<file path="config.mk">
export PLATFORM = sky130hd
export DESIGN_NAME = ahb_decoder_mux
export DESIGN_NICKNAME = d
export VERILOG_FILES = /design/src/rtl/ahb_decoder_mux.sv
export SDC_FILE = /design/constraint.sdc
export NUM_CORES = 1
export LEC_CHECK = 0
export ABC_AREA = 1
export BUFFER_PORTS_ARGS = -buffer_cell sky130_fd_sc_hd__buf_2
export CAP_MARGIN = 15
export CELL_PAD_IN_SITES_DETAIL_PLACEMENT = 1
export CELL_PAD_IN_SITES_GLOBAL_PLACEMENT = 1
export CORE_AREA = 2 2 82 84
export DETAILED_ROUTE_END_ITERATION = 8
export DIE_AREA = 0 0 84 86
export PLACE_DENSITY_LB_ADDON = 0.3
export SYNTH_ARGS = -nofsm -noshare
export SYNTH_HDL_FRONTEND = slang
export SYNTH_SLANG_ARGS = --single-unit
</file>
<file path="constraint.sdc">
create_clock -name HCLK -period 1.35 [get_ports HCLK]
set_input_delay 0.135 -clock HCLK [delete_from_list [all_inputs] [get_ports HCLK]]
set_output_delay 0.135 -clock HCLK [all_outputs]
set_load 0.02 [all_outputs]
</file>
<file path="src/rtl/ahb_decoder_mux.sv">
// ahb_decoder_mux
//   AHB-Lite interconnect for the Cortex-M0 SoC. Decodes the address phase
//   into NSLV one-hot slave selects and registers the data-phase owner. It
//   muxes the owner's HRDATA/HREADY/HRESP back to the core.
//
//   Unmapped NONSEQ/SEQ accesses are answered by an internal default slave
//   with a two-cycle ERROR. When TIMEOUT > 0, a slave that holds HREADYOUT
//   low for TIMEOUT cycles is abandoned with a two-cycle ERROR. A single
//   TIMEOUT_IRQ pulse accompanies that abort.
//
//   state    | meaning
//   DS_IDLE  | no default-slave transfer in data phase
//   DS_ERR1  | default slave: ERROR first cycle (HREADY=0, HRESP=1)
//   DS_ERR2  | default slave: ERROR second cycle (HREADY=1, HRESP=1)
//   TO_IDLE  | counting wait cycles of the selected slave
//   TO_ERR1  | count reached: slave completes if ready, else ERROR first cycle
//   TO_ERR2  | timeout ERROR second cycle
//
// Ports
//   HCLK, HRESETn   clock, asynchronous active-low reset
//   HADDR, HTRANS   master address phase
//   HREADY          ready to master, broadcast to slaves
//   HRDATA, HRESP   muxed read data / response to master
//   HSEL            combinational one-hot slave selects
//   HREADYOUT_S     per-slave ready
//   HRESP_S         per-slave error response
//   HRDATA_S        packed per-slave read data
//   TIMEOUT_IRQ     one-cycle pulse on a timeout abort
module ahb_decoder_mux #(
    parameter int                 NSLV      = 4,
    parameter logic [NSLV*32-1:0] ADDR_BASE = {NSLV{32'h0}},
    parameter logic [NSLV*32-1:0] ADDR_MASK = {NSLV{32'hFFFFF000}},
    parameter int                 TIMEOUT   = 0
) (
    input  logic                 HCLK,
    input  logic                 HRESETn,
    input  logic [31:0]          HADDR,
    input  logic [1:0]           HTRANS,
    output logic                 HREADY,
    output logic [31:0]          HRDATA,
    output logic                 HRESP,
    output logic [NSLV-1:0]      HSEL,
    input  logic [NSLV-1:0]      HREADYOUT_S,
    input  logic [NSLV-1:0]      HRESP_S,
    input  logic [NSLV*32-1:0]   HRDATA_S,
    output logic                 TIMEOUT_IRQ
);

    typedef enum logic [1:0] {DS_IDLE, DS_ERR1, DS_ERR2} ds_state_t;
    typedef enum logic [1:0] {TO_IDLE, TO_ERR1, TO_ERR2} to_state_t;

    logic [NSLV-1:0] match;
    logic            found;
    logic            unmapped;
    logic [NSLV-1:0] dp_sel;
    logic            dp_def;
    logic            sel_ready;
    logic            sel_resp;
    logic [31:0]     sel_data;
    logic            to_err1;
    logic            to_err2;
    ds_state_t       ds_state, ds_next;

    // Lowest matching index wins so overlapping windows stay one-hot.
    always_comb begin
        match = '0;
        HSEL  = '0;
        found = 1'b0;
        for (int i = 0; i < NSLV; i++) begin
            match[i] = ((HADDR & ADDR_MASK[32*i +: 32]) ==
                        (ADDR_BASE[32*i +: 32] & ADDR_MASK[32*i +: 32]));
            if (match[i] && !found) begin
                HSEL[i] = 1'b1;
                found   = 1'b1;
            end
        end
    end

    assign unmapped = HTRANS[1] & ~(|match);

    always_ff @(posedge HCLK or negedge HRESETn) begin
        if (!HRESETn) begin
            dp_sel <= '0;
            dp_def <= 1'b0;
        end else if (HREADY) begin
            dp_sel <= HSEL & {NSLV{HTRANS[1]}};
            dp_def <= unmapped;
        end
    end

    always_comb begin
        sel_ready = 1'b1;
        sel_resp  = 1'b0;
        sel_data  = '0;
        for (int i = 0; i < NSLV; i++) begin
            if (dp_sel[i]) begin
                sel_ready = HREADYOUT_S[i];
                sel_resp  = HRESP_S[i];
                sel_data  = HRDATA_S[32*i +: 32];
            end
        end
    end

    // Default slave moves to DS_ERR1 on the same edge that loads dp_def,
    // so the ERROR starts in the first data-phase cycle.
    always_ff @(posedge HCLK or negedge HRESETn) begin
        if (!HRESETn) ds_state <= DS_IDLE;
        else          ds_state <= ds_next;
    end

    always_comb begin
        ds_next = ds_state;
        case (ds_state)
            DS_IDLE: if (HREADY && unmapped) ds_next = DS_ERR1;
            DS_ERR1: ds_next = DS_ERR2;
            DS_ERR2: ds_next = unmapped ? DS_ERR1 : DS_IDLE;
            default: ds_next = DS_IDLE;
        endcase
    end

    generate
        if (TIMEOUT > 0) begin : g_to
            localparam logic [15:0] TO_LAST = 16'(TIMEOUT - 1);
            logic [15:0] wait_cnt;
            logic        slave_wait;
            to_state_t   to_state, to_next;

            assign slave_wait = (|dp_sel) & ~sel_ready;

            always_ff @(posedge HCLK or negedge HRESETn) begin
                if (!HRESETn) begin
                    to_state <= TO_IDLE;
                    wait_cnt <= '0;
                end else begin
                    to_state <= to_next;
                    if (HREADY)
                        wait_cnt <= '0;
                    else if (to_state == TO_IDLE && slave_wait)
                        wait_cnt <= wait_cnt + 16'd1;
                end
            end

            // TO_ERR1 is entered once TIMEOUT waits have elapsed; a slave
            // that is ready in that cycle still completes normally.
            always_comb begin
                to_next = to_state;
                case (to_state)
                    TO_IDLE: if (slave_wait && wait_cnt == TO_LAST) to_next = TO_ERR1;
                    TO_ERR1: to_next = sel_ready ? TO_IDLE : TO_ERR2;
                    TO_ERR2: to_next = TO_IDLE;
                    default: to_next = TO_IDLE;
                endcase
            end

            assign to_err1 = (to_state == TO_ERR1) & ~sel_ready;
            assign to_err2 = (to_state == TO_ERR2);
        end else begin : g_no_to
            assign to_err1 = 1'b0;
            assign to_err2 = 1'b0;
        end
    endgenerate

    always_comb begin
        HREADY      = sel_ready;
        HRESP       = sel_resp;
        HRDATA      = sel_data;
        TIMEOUT_IRQ = 1'b0;
        if (dp_def) begin
            HREADY = (ds_state == DS_ERR2);
            HRESP  = 1'b1;
            HRDATA = '0;
        end else if (to_err1) begin
            HREADY      = 1'b0;
            HRESP       = 1'b1;
            HRDATA      = '0;
            TIMEOUT_IRQ = 1'b1;
        end else if (to_err2) begin
            HREADY = 1'b1;
            HRESP  = 1'b1;
            HRDATA = '0;
        end
    end

endmodule

</file>
[Yosys cells after proc, flatten, opt, wreduce, memory -nomap -nowiden]
Cells that the tools add are included.
Word-level totals
  flip-flop bits (word level): 7
  output and inout port bits: 39
Cells by class
  reductions and logical operators: 9
  multiplexer cells: 24
  equal/unequal tests: 3
  bitwise operators: 3
Operators with widths (count)
  $mux 32: 5
  $logic_not 32->1: 1
  $mux 1: 17
  $pmux 2 s3: 1
  $and 4x4->4: 1
  $logic_and 1x1->1: 4
  $logic_not 1->1: 3
  $eq 2x1->1 const B: 1
  $eq 2x2->1 const B: 1
  $logic_not 2->1: 1
  $mux 2: 1
  $ne 2x2->1 const B: 1
  $and 1x1->1: 1
  $not 1->1: 1

[Longest topological paths before layout]
Gate-level depths: netlist (run 1).
  word-level depth: 12
  mapped depth: 7

[Least setup slack after synthesis (run 1)]
OpenSTA, ideal clock, no wires.
  path kind: flip-flop to output port
  start: reg dp_sel[0]
  end: out HRDATA[16]
  path buffers: 2
  setup slack: 0.241 ns
  data arrival time: 0.974 ns
  stages on the path, launching flop included: 5
  data required time: 1.215 ns
  path through: dfrtp_1 buf_2 buf_2 nand2_1 nor2_1
Between the ends
  cells in the longest elaborated chain, start to end: 5
RTL lines
  from (decl): line 55  | logic [NSLV-1:0] dp_sel;
  from (signal assigned): line 86  | dp_sel <= HSEL & {NSLV{HTRANS[1]}};
  $mux 32 (4 in series): line 96  | if (dp_sel[i]) begin
  $mux 32: line 168  | if (dp_def) begin
  to (decl): line 40  | output logic [31:0] HRDATA,
No other way between the ends.

[Worst setup path after layout (run 1)]
  start: reg dp_sel[0]
  end: out HRDATA[2]
Same word-level chain as after synthesis.

==> results of run 1 <==
[logic make-up after synthesis]
kind of cell / Yosys count / synth area share, %
buffers and inverters: 17 / 15.29
other: 1 / 0.6030
AND/OR/NAND/NOR: 99 / 65.39
AO/OA/AOI/OAI: 1 / 2.616
flip-flops: 4 / 16.10
[tightest hold or removal path: stages]
cell,delay [ns]
buf_2,0.10
o21ai_4,0.05
nand2_1,0.05
nand2_1,0.05
[layout make-up]
type | instances | area share [%]
timing repair buffer | 98 | 47.30
tap | 77 | 7.285
sequential | 4 | 7.758
clock buffer | 3 | 3.122
multi-input combinational | 104 | 33.11
inverter | 5 | 1.419
[final timing paths]
| path | from | end | cells after the start | slack [ns] |
|---|---|---|---|---|
| worst min register to register | ds_state[1]$_DFFE_PN0P_ | ds_state[1]$_DFFE_PN0P_ | 1 | 0.45 |
| worst min-delay path | HREADYOUT_S[0] | dp_sel[0]$_DFFE_PN0N_ | 4 | 0.21 |
| min in group asynchronous | HRESETn | dp_sel[0]$_DFFE_PN0N_ | 2 | 0.25 |
| max in group asynchronous | HRESETn | dp_def$_DFFE_PN0N_ | 2 | 0.95 |
| worst max register to register | dp_def$_DFFE_PN0N_ | dp_def$_DFFE_PN0N_ | 7 | 0.20 |
| worst max-delay path | dp_sel[0]$_DFFE_PN0N_ | HRDATA[2] | 4 | 0.02 |
[flip-flops by register name, summed over array words and instances, names as in the netlist]
name	flops
dp_def	1
dp_sel	1
ds_state	2
[cell usage after synthesis, drive strengths merged]
library cell	count
nor2	48
inv	4
buf	12
o21ai	1
nand3	2
dfrtp	4
conb	1
nand2	48
clkinv	1
and2	1
[metal layers]
layer / part of all wire (%) / routed length [µm] / global-route usage (%) / up-vias
met3: 8.5 / 243 / 1.540 / 0
met5: 0 / 0 / 0 / -
met2: 53 / 1523 / 13.45 / 50
met4: 0 / 0 / 1.760 / 0
met1: 38 / 1098 / 7.979 / 450
li1: - / - / - / 532
[report_power, final]
group          leakage (nW)  switching, mW  internal (mW)
Combinational         0.617          0.343          0.228
Clock                0.0216         0.0634          0.190
Sequential           0.0487         0.0381          0.159
[per-stage QoR]
stage	TNS, ns	instance area [µm²]	hold slack [ns]	power (mW)	cells
final	0	1323	0.2125	1.022	291
after global routing	-0.8612	1323	0.2287	1.122	291
after CTS	0	1196	0.2286	0.9814	288
after detailed placement	0	1144	-0.05364	0.7219	284
after global placement	0	1144	-0.05148	0.7170	284
after floorplan	0	633.1	-0.1606	0.5564	125
[what timing repair did]
| action | CTS | global route |
|---|---|---|
| endpoints found under the setup margin | 29 | 30 |
| endpoints found under the hold margin | 4 | 0 |
| pin swaps | 0 | 1 |
| buffers inserted | 0 | 2 |
| resized for setup | 1 | 34 |
| hold buffers | 1 | 0 |
| gates cloned | 0 | 1 |
==> reports/qor.yml, run 1 <==
status: "completed"
grt_usage_pct: 7.067
die_area_um2: 7224
utilization_pct: 21.07
initialDrtViolationCount: 12
nFillCells: 832
path_buf_inv: 2
drive_gt1_share_pct: 52.34
start_util_pct: 9.906
multiInputGateArea_um2: 437.9
period_share_pct: 98.25
final_max_slew_viol_count: 0
io_pins: 211
crit_path_max_fanout: 15
finClkSkew_ns: 0.007337
holdCritPathClass: "in2reg"
ant_nets: 0
ys_types: 16
drcViolationCount: 0
cp.required_ns: 1.22
final_common_cell: "buf_2"
grt_max_degree: 32
max_stage_delay_ns: 0.47
critical_path_class: "reg2out"
arrival_ns: 1.19
vias: 1032
clk_pin_slew_ns: 0.04
dieHeight_um: 86
seq_area_frac_synth_pct: 16.10
clk_latency_ns: 0.22
ir_drop_mv: 0.5675
first_pass_iters: 2
power.density_nw_per_um2: 772.8
period_needed_ns: 1.326
final_hold_viol_count: 0
yosysWarnings: 0
final_cell_mix: "buf_2 (60), nand2_1 (46), nor2_1 (45)"
core-area_um2: 6277
die_w_um: 84
nets: 388
place_ws_ns: 0.2000
slowest_stage: "dfrtp_2"
netlist_instances: 122
fmax_ghz: 0.7539
cts_buffers: 3
area_delta_synth_final_pct: 112.7
ys_ff_latch: 4
ff_latch_area_um2: 102.6
grt_overflow: 0
gp_congestion: 0.7050
place_hpwl_um: 2184
wl_per_cell_um: 9.845
worst_slack_ns: 0.02363
rsz0062_at_grt: "true"
post-synth-top-area-cell: "nand2_1"
clock-root-buffer: "clkbuf_8"
num_rows: 29
clockBufferDepth: 2
avgViaCountPerCell: 3.546
first_global_vias: 1004
cp-start-kind: "flip-flop"
synthesis.area_um2: 621.8
maxCapViolCount: 0
port_buffers: 91
drt_wl_total_um: 2865
grt_first_pass_wirelength_um: 4353
n_antenna_cell: 0
yosys-top-cells-area: "nand2_1 (28%), nor2_1 (27%), dfrtp_1 (16%)"
cp-end-kind: "primary output"
antenna_found_initial: 0
setup_violations: 0
power.leakage_nw: 0.6874
path_delay_family: "flip-flops"
cts_tree: "done"
synth_top_area_share_pct: 27.77
critical_path.cell_chain: "clkbuf_16, nand2_1, nor2_1, buf_4"
cts_max_level: 1
synth_area_per_cell_um2: 5.097
cts_sinks: 4
Power figures use the tool's default switching activity.
==> run 2: changes to the inputs <==
clock period = 1.5 ns   (was 1.35 ns; I/O delays follow)
==> reports/qor.yml, run 2 (synthesis results as in run 1) <==
status: "completed"
core-area_um2: 6277
final_max_slew_viol_count: 0
clockBufferDepth: 2
grt_overflow: 0
avgViaCountPerCell: 3.474
p_clk_share_pct: 27.0
num_rows: 29
r2r_start: "dp_def$_DFFE_PN0N_"
dieHeight_um: 86
clock-root-buffer: "clkbuf_8"
start_util_pct: 9.906
cp-end-kind: "primary output"
rsz0062_at_grt: "false"
utilization_pct: 19.00
clk_latency_ns: 0.22
period_share_pct: 89.69
cp-start-kind: "flip-flop"
fmax_ghz: 0.7433
finClkSkew_ns: 0.0001396
worstHoldStart: "HREADYOUT_S[0]"
drt_wl_total_um: 2537
port_buffers: 91
cts_setup_buffers: 0
vias: 997
holdCritPathClass: "in2reg"
setup_violations: 0
power_mw: 0.8458
place_hpwl_um: 2168
drive_gt1_share_pct: 50.95
maxCapViolCount: 0
startpoint: "dp_def$_DFFE_PN0N_"
gp_congestion: 0.6647
ir_drop_mv: 0.6268
antenna_found_initial: 0
multiInputGateArea_um2: 437.9
ff_latch_area_um2: 101.3
grt_usage_pct: 6.789
cts_sinks: 4
clk_pin_slew_ns: 0.03
power.switching_mw: 0.3731
io_pins: 211
power.density_nw_per_um2: 709.3
ant_nets: 0
final_common_cell: "buf_2"
fin_area_um2: 1192
tns_ns: 0
nets: 384
period_needed_ns: 1.345
first_pass_iters: 2
die_area_um2: 7224
final_hold_viol_count: 0
nFillCells: 841
cp.required_ns: 1.35
worst_slack_ns: 0.1547
combPwrFrac_pct: 52.1
cts_buffers: 3
p_seq_share_pct: 20.9
drcViolationCount: 0
cts_tree: "done"
arrival_ns: 1.20
grt_first_pass_wirelength_um: 4215
grt_max_degree: 32
largest_register_ffs: 2
cts_max_level: 1
wl_per_cell_um: 8.840
first_global_vias: 954
p_int_mw: 0.4727
place_ws_ns: 0.3069
power.leakage_nw: 0.6658
crit_path_max_fanout: 5
critical_path_class: "reg2out"
p_sw_share_pct: 44.11
initialDrtViolationCount: 18
final_cell_mix: "buf_2 (91), nand2_1 (46), nor2_1 (45)"
die_w_um: 84
n_antenna_cell: 0
top_regs: "ds_state (2), dp_def (1), dp_sel (1)"
area_delta_synth_final_pct: 91.75
placed_cell_area_um2: 1136
top_register: "ds_state"
run 2: cell types whose count changed in the layout (fill, tap and decap cells not counted):
cell and change:
buf_6 +1, buf_4 -34, dfrtp_1 +1, buf_8 -1, buf_2 +31, dfrtp_2 -1
clkbuf_16 -1
run 2: worst paths after layout:
kind	slack, ns	endpoint	cells past startpoint
worst max-delay path	0.15	HREADY	5
worst min-delay path	0.25	dp_sel[0]$_DFFE_PN0N_	4
worst max register to register	0.45	dp_def$_DFFE_PN0N_	6
worst min register to register	0.46	ds_state[1]$_DFFE_PN0P_	1
max in group asynchronous	1.10	dp_sel[0]$_DFFE_PN0N_	2
min in group asynchronous	0.26	dp_sel[0]$_DFFE_PN0N_	2
run 2: routing by layer:
metal | track usage [%] | share of wire (%)
met1 | 7.241 | 37
met2 | 13.24 | 51
met3 | 2.021 | 11
met4 | 1.320 | 0.67
met5 | 0 | 0
run 2: worst max-delay path: stages, from the launching register on:
cell	delay [ns]
dfrtp_1	0.44
inv_2	0.10
nand2_2	0.06
o21ai_4	0.17
inv_1	0.05
buf_2	0.15
run 2: power by group through the flow:
stage	registers [mW]	clock network [mW]	logic (mW)
after floorplan	0.156	0	0.345
after global placement	0.175	0	0.447
after detailed placement	0.177	0	0.445
after CTS	0.176	0.232	0.450
after global routing	0.186	0.238	0.503
final	0.177	0.228	0.441
run 2: layout make-up:
cell class | instances | area share [%]
Tap cell | 77 | 8.080
Sequential cell | 4 | 8.499
Inverter | 5 | 1.574
Timing Repair Buffer | 94 | 41.66
Multi-Input combinational cell | 104 | 36.73
Clock buffer | 3 | 3.463
run 2: through the flow:
step / hold slack, ns / cells
after detailed placement: -0.03605 / 283
after global placement: -0.03779 / 283
after CTS: 0.2576 / 287
after floorplan: -0.1456 / 125
after global routing: 0.2658 / 287
final: 0.2482 / 287
run 2: repair_timing:
item                       in CTS  in global routing
hold buffers                    1                  0
setup endpoints to repair       0                 19
hold endpoints to repair        4                  0
resized for setup               0                  2
